File: config.mk
export PLATFORM = sky130hd
export DESIGN_NAME = ps2_scancode_asm
export DESIGN_NICKNAME = d
export VERILOG_FILES = /design/src/rtl/ps2_scancode_asm.sv
export SDC_FILE = /design/constraint.sdc
export NUM_CORES = 1
export LEC_CHECK = 0
export BUFFER_PORTS_ARGS = -buffer_cell sky130_fd_sc_hd__buf_2
export CORE_AREA = 4 4 72 74
export DETAILED_ROUTE_END_ITERATION = 10
export DIE_AREA = 0 0 76 78
export GPL_TIMING_DRIVEN = 0
export PLACE_DENSITY = 0.69
export RECOVER_POWER = 25
export SLEW_MARGIN = 25
export SYNTH_ARGS = -nofsm -noshare
export SYNTH_HDL_FRONTEND = slang
export SYNTH_SLANG_ARGS = --single-unit
export TNS_END_PERCENT = 100
File: constraint.sdc
create_clock -name i_clk -period 3.64 [get_ports i_clk]
set_input_delay 0.182 -clock i_clk [delete_from_list [all_inputs] [get_ports i_clk]]
set_output_delay 0.182 -clock i_clk [all_outputs]
set_load 0.02 [all_outputs]
File: src/rtl/ps2_scancode_asm.sv
// rtl/ps2_scancode_asm.sv - PS/2 Set-2 scancode byte assembler producing 16-bit key events
module ps2_scancode_asm #(
  parameter int TIMEOUT = 50000
) (
  input  logic        i_clk,
  input  logic        i_rst_n,
  input  logic [7:0]  i_data,
  input  logic        i_valid,
  input  logic        i_err,
  output logic [15:0] o_key,
  output logic        o_make,
  output logic        o_valid,
  output logic        o_err,
  output logic        o_busy
);

  localparam int WDW = $clog2(TIMEOUT + 1);
  // The watchdog fires on the idle cycle that would bring the count to TIMEOUT.
  localparam logic [WDW-1:0] WD_LAST = WDW'(TIMEOUT - 1);

  localparam logic [2:0] S_IDLE    = 3'd0;
  localparam logic [2:0] S_EXT     = 3'd1;
  localparam logic [2:0] S_BRK     = 3'd2;
  localparam logic [2:0] S_EXT_BRK = 3'd3;
  localparam logic [2:0] S_PAUSE   = 3'd4;

  // The Pause sequence is E1 followed by seven tail bytes; the seventh one
  // arrives while the count still reads six.
  localparam logic [2:0] PAUSE_LAST = 3'd6;

  logic [2:0]     r_state;
  logic [2:0]     r_pcnt;
  logic [WDW-1:0] r_wdog;
  logic [15:0]    r_key;
  logic           r_make;
  logic           r_valid;
  logic           r_err;
  logic           r_busy;

  logic [2:0]     w_state;
  logic [2:0]     w_pcnt;
  logic [WDW-1:0] w_wdog;
  logic           w_emit;
  logic [15:0]    w_key;
  logic           w_make;
  logic           w_abort;
  logic           w_is_prefix;
  logic           w_is_ctrl;
  logic           w_is_bad;

  assign w_is_prefix = (i_data == 8'he0) || (i_data == 8'hf0) || (i_data == 8'he1);
  assign w_is_ctrl   = (i_data == 8'haa) || (i_data == 8'hfa) ||
                       (i_data == 8'hfe) || (i_data == 8'hee);
  assign w_is_bad    = (i_data == 8'h00) || (i_data == 8'hff);

  // Next-state decode; a byte error always wins over a byte in the same cycle.
  always_comb begin
    w_state = r_state;
    w_pcnt  = r_pcnt;
    w_emit  = 1'b0;
    w_key   = r_key;
    w_make  = r_make;
    w_abort = 1'b0;
    if (i_err) begin
      w_abort = 1'b1;
      w_state = S_IDLE;
      w_pcnt  = 3'd0;
    end else if (i_valid) begin
      case (r_state)
        S_IDLE: begin
          if (i_data == 8'he0) begin
            w_state = S_EXT;
          end else if (i_data == 8'hf0) begin
            w_state = S_BRK;
          end else if (i_data == 8'he1) begin
            w_state = S_PAUSE;
            w_pcnt  = 3'd0;
          end else if (w_is_ctrl) begin
            w_state = S_IDLE;
          end else if (w_is_bad) begin
            w_abort = 1'b1;
          end else begin
            w_emit = 1'b1;
            w_key  = {8'h00, i_data};
            w_make = 1'b1;
          end
        end
        S_EXT: begin
          if (i_data == 8'hf0) begin
            w_state = S_EXT_BRK;
          end else if (i_data == 8'he0) begin
            w_state = S_EXT;
          end else if (i_data == 8'he1) begin
            w_abort = 1'b1;
            w_state = S_PAUSE;
            w_pcnt  = 3'd0;
          end else begin
            w_emit  = 1'b1;
            w_key   = {8'he0, i_data};
            w_make  = 1'b1;
            w_state = S_IDLE;
          end
        end
        S_BRK: begin
          if (i_data == 8'hf0) begin
            w_state = S_BRK;
          end else if (i_data == 8'he0) begin
            w_abort = 1'b1;
            w_state = S_EXT;
          end else if (i_data == 8'he1) begin
            w_abort = 1'b1;
            w_state = S_PAUSE;
            w_pcnt  = 3'd0;
          end else begin
            w_emit  = 1'b1;
            w_key   = {8'h00, i_data};
            w_make  = 1'b0;
            w_state = S_IDLE;
          end
        end
        S_EXT_BRK: begin
          if (w_is_prefix) begin
            w_abort = 1'b1;
          end else begin
            w_emit = 1'b1;
            w_key  = {8'he0, i_data};
            w_make = 1'b0;
          end
          w_state = S_IDLE;
        end
        S_PAUSE: begin
          if (r_pcnt == PAUSE_LAST) begin
            w_emit  = 1'b1;
            w_key   = 16'h00e1;
            w_make  = 1'b1;
            w_state = S_IDLE;
            w_pcnt  = 3'd0;
          end else begin
            w_pcnt = r_pcnt + 3'd1;
          end
        end
        default: begin
          w_state = S_IDLE;
          w_pcnt  = 3'd0;
        end
      endcase
    end else if ((r_state != S_IDLE) && (r_wdog == WD_LAST)) begin
      w_abort = 1'b1;
      w_state = S_IDLE;
      w_pcnt  = 3'd0;
    end
  end

  // Watchdog restarts on every accepted byte and rests at zero in IDLE.
  always_comb begin
    w_wdog = '0;
    if ((w_state != S_IDLE) && !i_valid) begin
      w_wdog = r_wdog + 1'b1;
    end
  end

  // Register state, counters and all outputs.
  always_ff @(posedge i_clk or negedge i_rst_n) begin
    if (!i_rst_n) begin
      r_state <= S_IDLE;
      r_pcnt  <= 3'd0;
      r_wdog  <= '0;
      r_key   <= 16'h0000;
      r_make  <= 1'b0;
      r_valid <= 1'b0;
      r_err   <= 1'b0;
      r_busy  <= 1'b0;
    end else begin
      r_state <= w_state;
      r_pcnt  <= w_pcnt;
      r_wdog  <= w_wdog;
      r_valid <= w_emit;
      r_err   <= w_abort;
      r_busy  <= (w_state != S_IDLE);
      if (w_emit) begin
        r_key  <= w_key;
        r_make <= w_make;
      end
    end
  end

  assign o_key   = r_key;
  assign o_make  = r_make;
  assign o_valid = r_valid;
  assign o_err   = r_err;
  assign o_busy  = r_busy;

endmodule

; Word level (Yosys, flattened, before mapping)
; Index checks and enable logic that the tools add are counted.
[word_totals]
n_memories = 0
ramBits = 0
regBits = 42
in_bits = 12
romBits = 0
latch_bits = 0
out_inout_bits = 20
wordCells = 141
[op_classes]
eq_ne = 32
n_reduce_logical = 18
n_mul = 0
addsub = 2
muxes = 80
n_bitwise = 1
order_cmp = 0
n_shift = 0
div_mod_pow = 0
[ops]
columns = op, count
row1 = $mux W16, 14
row2 = $pmux W16 S5, 1
row3 = $eq A8 B8 Y1 const B, 8
row4 = $mux W3, 21
row5 = $mux W1, 39
row6 = $ne A2 B2 Y1 const B, 13
row7 = $pmux W3 S4, 2
row8 = $reduce_and A17 Y1, 1
row9 = $add A16 B1 Y16 const B, 1
row10 = $eq A16 B16 Y1 const B, 1
row11 = $ne A4 B4 Y1 const B, 4
row12 = $reduce_bool A3 Y1, 3
row13 = $logic_not A8 Y1, 1
row14 = $pmux W1 S4, 2
row15 = $eq A3 B2 Y1 const B, 2
row16 = $eq A3 B3 Y1 const B, 2
row17 = $logic_or A1 B1 Y1, 6
row18 = $reduce_and A6 Y1, 1
row19 = $pmux W1 S5, 1
row20 = $reduce_bool A5 Y1, 1
row21 = $add A3 B1 Y3 const B, 1
row22 = $eq A3 B1 Y1 const B, 1
row23 = $logic_not A3 Y1, 1
row24 = $ne A3 B3 Y1 const B, 1
row25 = 4 further kinds, 5

; Logic depth before layout (Yosys ltp)
[depth]
word_depth = 14
mapped_depth = 7
depth_no_buf = 6

; Worst setup path after synthesis
; OpenSTA, ideal clock, no wires.
[synth_path]
path_type = flip-flop to flip-flop
from = register r_wdog[5]
to = register r_wdog[3]
setup_ns = 0.137
t_required_ns = 3.503
arrival_ns = 1.892
synth_period_minus_slack_ns = 2.029
slack_ns = 1.611
n_path_buf = 1
stages_incl_launch_ff = 7
path_cell_list = dfrtp_1 > or4b_4 > nor4_4 > nand3_2 > a31oi_4 > buf_6 > a211oi_1
[synth_via]
elab_chain_len = 8
[synth_lines]
columns = element, line
row1 = from (decl), 33  ; logic [WDW-1:0] r_wdog;
row2 = from (signal assigned), 176  ; r_wdog <= w_wdog;
row3 = $eq A16 B16 Y1, 147  ; end else if ((r_state != S_IDLE) && (r_wdog == WD_LAST)) begin
row4 = $logic_and A1 B1 Y1, 147
row5 = $mux W3, 147
row6 = $mux W3, 68  ; end else if (i_valid) begin
row7 = $mux W3, 64  ; if (i_err) begin
row8 = $reduce_bool A3 Y1, 157  ; if ((w_state != S_IDLE) && !i_valid) begin
row9 = $logic_and A1 B1 Y1, 157
row10 = $mux W16, 157
row11 = named net w_wdog[3], 42  ; logic [WDW-1:0] w_wdog;
; The timed path passes the listed nets, and every way through them passes these cells.
; A chain may end at the register's enable or synchronous reset.

; Final worst setup path
[layout_path]
from = register r_wdog[5]
to = register r_wdog[2]
; Same word-level chain as after synthesis.

==> flow_summary.toml <==
[worst_setup_path]
critPathMaxFanout = 10
crit_arrival_ns = 2.40
worstSetupEndpointType = "flop"
cp-start-kind = "flop"
worst-setup-path-type = "reg -> reg"
r2r-start = "r_wdog[5]$_DFF_PN0_"
required_ns = 3.80
crit_path_start = "r_wdog[5]$_DFF_PN0_"

[global_routing]
grt_util_all_layers = 0.152
busiest_layer = "met2"
antenna_found_initial = 0
gr-total-overflow = 0
grt_max_degree = 36
grt_pass1_vias = 1588
use_met3 = 0.0360
grt_pass1_wl_um = 7330
met1_usage = 0.194
met2_usage = 0.248

[clock_tree]
cts-buffers-inserted = 5
clock_latency_ns = 0.29
post-cts-setup-buffer-count = 0
cts.clk_slew.worst_paths_ns = 0.07
tritoncts = "built"
cts_buffer_depth = 2
clock-sinks = 35
cts-root-buf = "clkbuf_8"
holdBufCountCts = 1
ctsResizeCount = 0
htreeDepth = 2

[run_status]
violations = "max-capacitance violations, max-slew violations"
status = "complete, but fails checks"

[sta]
timing.setup.tns_ns = 0
max_freq_mhz = 446
worst_pin_slew_ns = 1.87
grt_setup_unrepaired = "no"
finalCriticalPeriod_ns = 2.24
fin_crit_sh = 0.617
fin_skew_ns = 0.00454
slew_headroom = -0.248
hold_viol = 0
maxSlewViolCount = 36
setup_viol = 0

[routing]
viasPerCell = 5.48
dr_total_vias = 1612
route.detailed.drc = 0
wl_per_cell_um = 14.3
postRouteAntennaNets = 0
wirelength_um = 4220
drtPass1Iterations = 4
dr.first_iter.drc_count = 41

[synthesis]
ys_ff_latch = 35
synth.area.top_cells = "dfrtp_1 (43%), a211oi_1 (5.6%), nor2_1 (3.4%)"
ys.flop_type = "dfrtp_1"
synth_top_area_cell = "dfrtp_1"
synth.most_common_cell = "dfrtp_1"
ys_async_sr_fraction = 1.00
ys_top_cells_by_count = "dfrtp_1 (35), nor2_1 (18), a211oi_1 (15)"
syn-cell-area_sq_mm = 0.00201
synth_edf_count = 0
netlist.area_leader.share = 0.435
yosysUniqueCellTypes = 50
synth_cells = 202
synth_seq_area_share = 0.435
syn_avg_cell_area_sq_um = 9.97
yosysWarnings = 0

[pwr]
power.density_mw_per_mm2 = 355
ir_worst_vdd_mv = 0.244
p_sw_mw = 0.234
p_clk_frac = 0.330
p_int_mw = 0.583
seqPwrFrac = 0.516
power.share.switching = 0.287
leakage_nw = 0.973
finalPower_mw = 0.817
combPwrFrac = 0.153

[floorplanning]
coreArea_sq_mm = 0.00460
fp.dieH_um = 78
fp.dieW_um = 76
start_util = 0.438
fp.dieArea_sq_mm = 0.00593
placementRows = 25
pin_count = 32

[finish]
syn_to_final_growth_pct = 14.1
antenna_cells = 0
instances_no_fill = 294
final_nets = 252
drive_above_1_share = 0.188
regArea_sq_um = 876
nFillCells = 444
multi_input_area_sq_um = 972
finish.utilization = 0.500

[placement]
dp_hpwl_um = 3070
io_buffer_count = 25
gp_congestion = 0.837
post-place-cells = 285

[worst_hold_path]
min-delay-start = "i_data[3]"
hold_path.class = "in -> reg"

[run]
cap_viol_max_count = 1
-- metrics by stage --
| stage | instance area, sq um | hold WS, ns | setup slack, ns |
|---|---|---|---|
| floorplan | 2030 | -0.114 | 1.61 |
| global placement | 2220 | 0.310 | 1.42 |
| detailed placement | 2220 | 0.310 | 1.40 |
| CTS | 2320 | 0.160 | 1.38 |
| global route | 2300 | 0.188 | 1.20 |
| finish | 2300 | 0.172 | 1.40 |
-- registers in the layout, summed over array words and instances (netlist names) --
| signal | cells |
|---|---|
| o_valid | 1 |
| o_err | 1 |
| r_pcnt | 3 |
| o_key | 9 |
| r_state | 3 |
| o_busy | 1 |
| o_make | 1 |
| r_wdog | 16 |
-- logic make-up after synthesis --
family | synth area share
AO/OA/AOI/OAI | 0.180
XOR/XNOR | 0.0609
adder cells (fa/ha/maj) | 0.00621
buffers and inverters | 0.0901
flip-flops | 0.435
multiplexers | 0.00559
other | 0.00186
AND/OR/NAND/NOR | 0.220
-- worst max-delay path: stages (launching register included) --
cell	delay, ns
dfrtp_1	0.45
or4b_4	0.58
nor4_4	0.33
nand3_2	0.15
a31oi_4	0.32
buf_6	0.20
a211oi_2	0.08
-- final timing paths --
path / to / slack (ns) / cells after the start
min reg2reg: r_wdog[0]$_DFF_PN0_ / 0.47 / 1
min in group asynchronous: r_wdog[5]$_DFF_PN0_ / 0.95 / 2
max: r_wdog[2]$_DFF_PN0_ / 1.40 / 6
min: o_key[3]$_DFFE_PN0P_ / 0.17 / 3
max reg2reg: r_wdog[2]$_DFF_PN0_ / 1.40 / 6
max in group asynchronous: r_pcnt[0]$_DFFE_PN0P_ / 1.62 / 2
-- layer usage --
metal / routed length (um) / vias to the layer above
li1: - / 802
met1: 1830 / 762
met2: 2100 / 42
met3: 219 / 6
met4: 69 / 0
met5: 0 / -
-- layout make-up --
| class | count | area share |
|---|---|---|
| buffer | 16 | 0.0659 |
| clock buffer | 5 | 0.0299 |
| clock inverter | 3 | 0.00653 |
| inverter | 8 | 0.0131 |
| multi-input combinational | 147 | 0.423 |
| sequential | 35 | 0.381 |
| tap | 54 | 0.0294 |
| timing repair buffer | 26 | 0.0512 |
-- placed cells by master (no fill, tap or decap), types with 3 or more instances in the layout --
master	n
clkbuf_1	14
buf_4	7
nor4_1	3
conb_1	5
dfrtp_1	35
o21ai_0	6
buf_2	12
a211oi_1	15
nand2_1	12
clkinv_2	3
xor2_1	7
buf_6	3
and3_1	4
a31oi_1	3
a21oi_1	8
clkbuf_8	8
xnor2_1	7
nand3_1	13
inv_1	8
nor3_1	5
nand2b_1	3
nand4_1	4
nor2_1	18
-- power by group through the flow --
stage          registers [mW]  logic, mW  clock network [mW]
2_1_floorplan           0.450     0.0610                   0
3_3_place_gp            0.429      0.129                   0
3_5_place_dp            0.428      0.131                   0
4_1_cts                 0.421      0.132               0.285
5_1_grt                 0.424      0.138               0.301
6_report                0.422      0.125               0.270
Note: power is estimated with default switching activity, not from simulation.
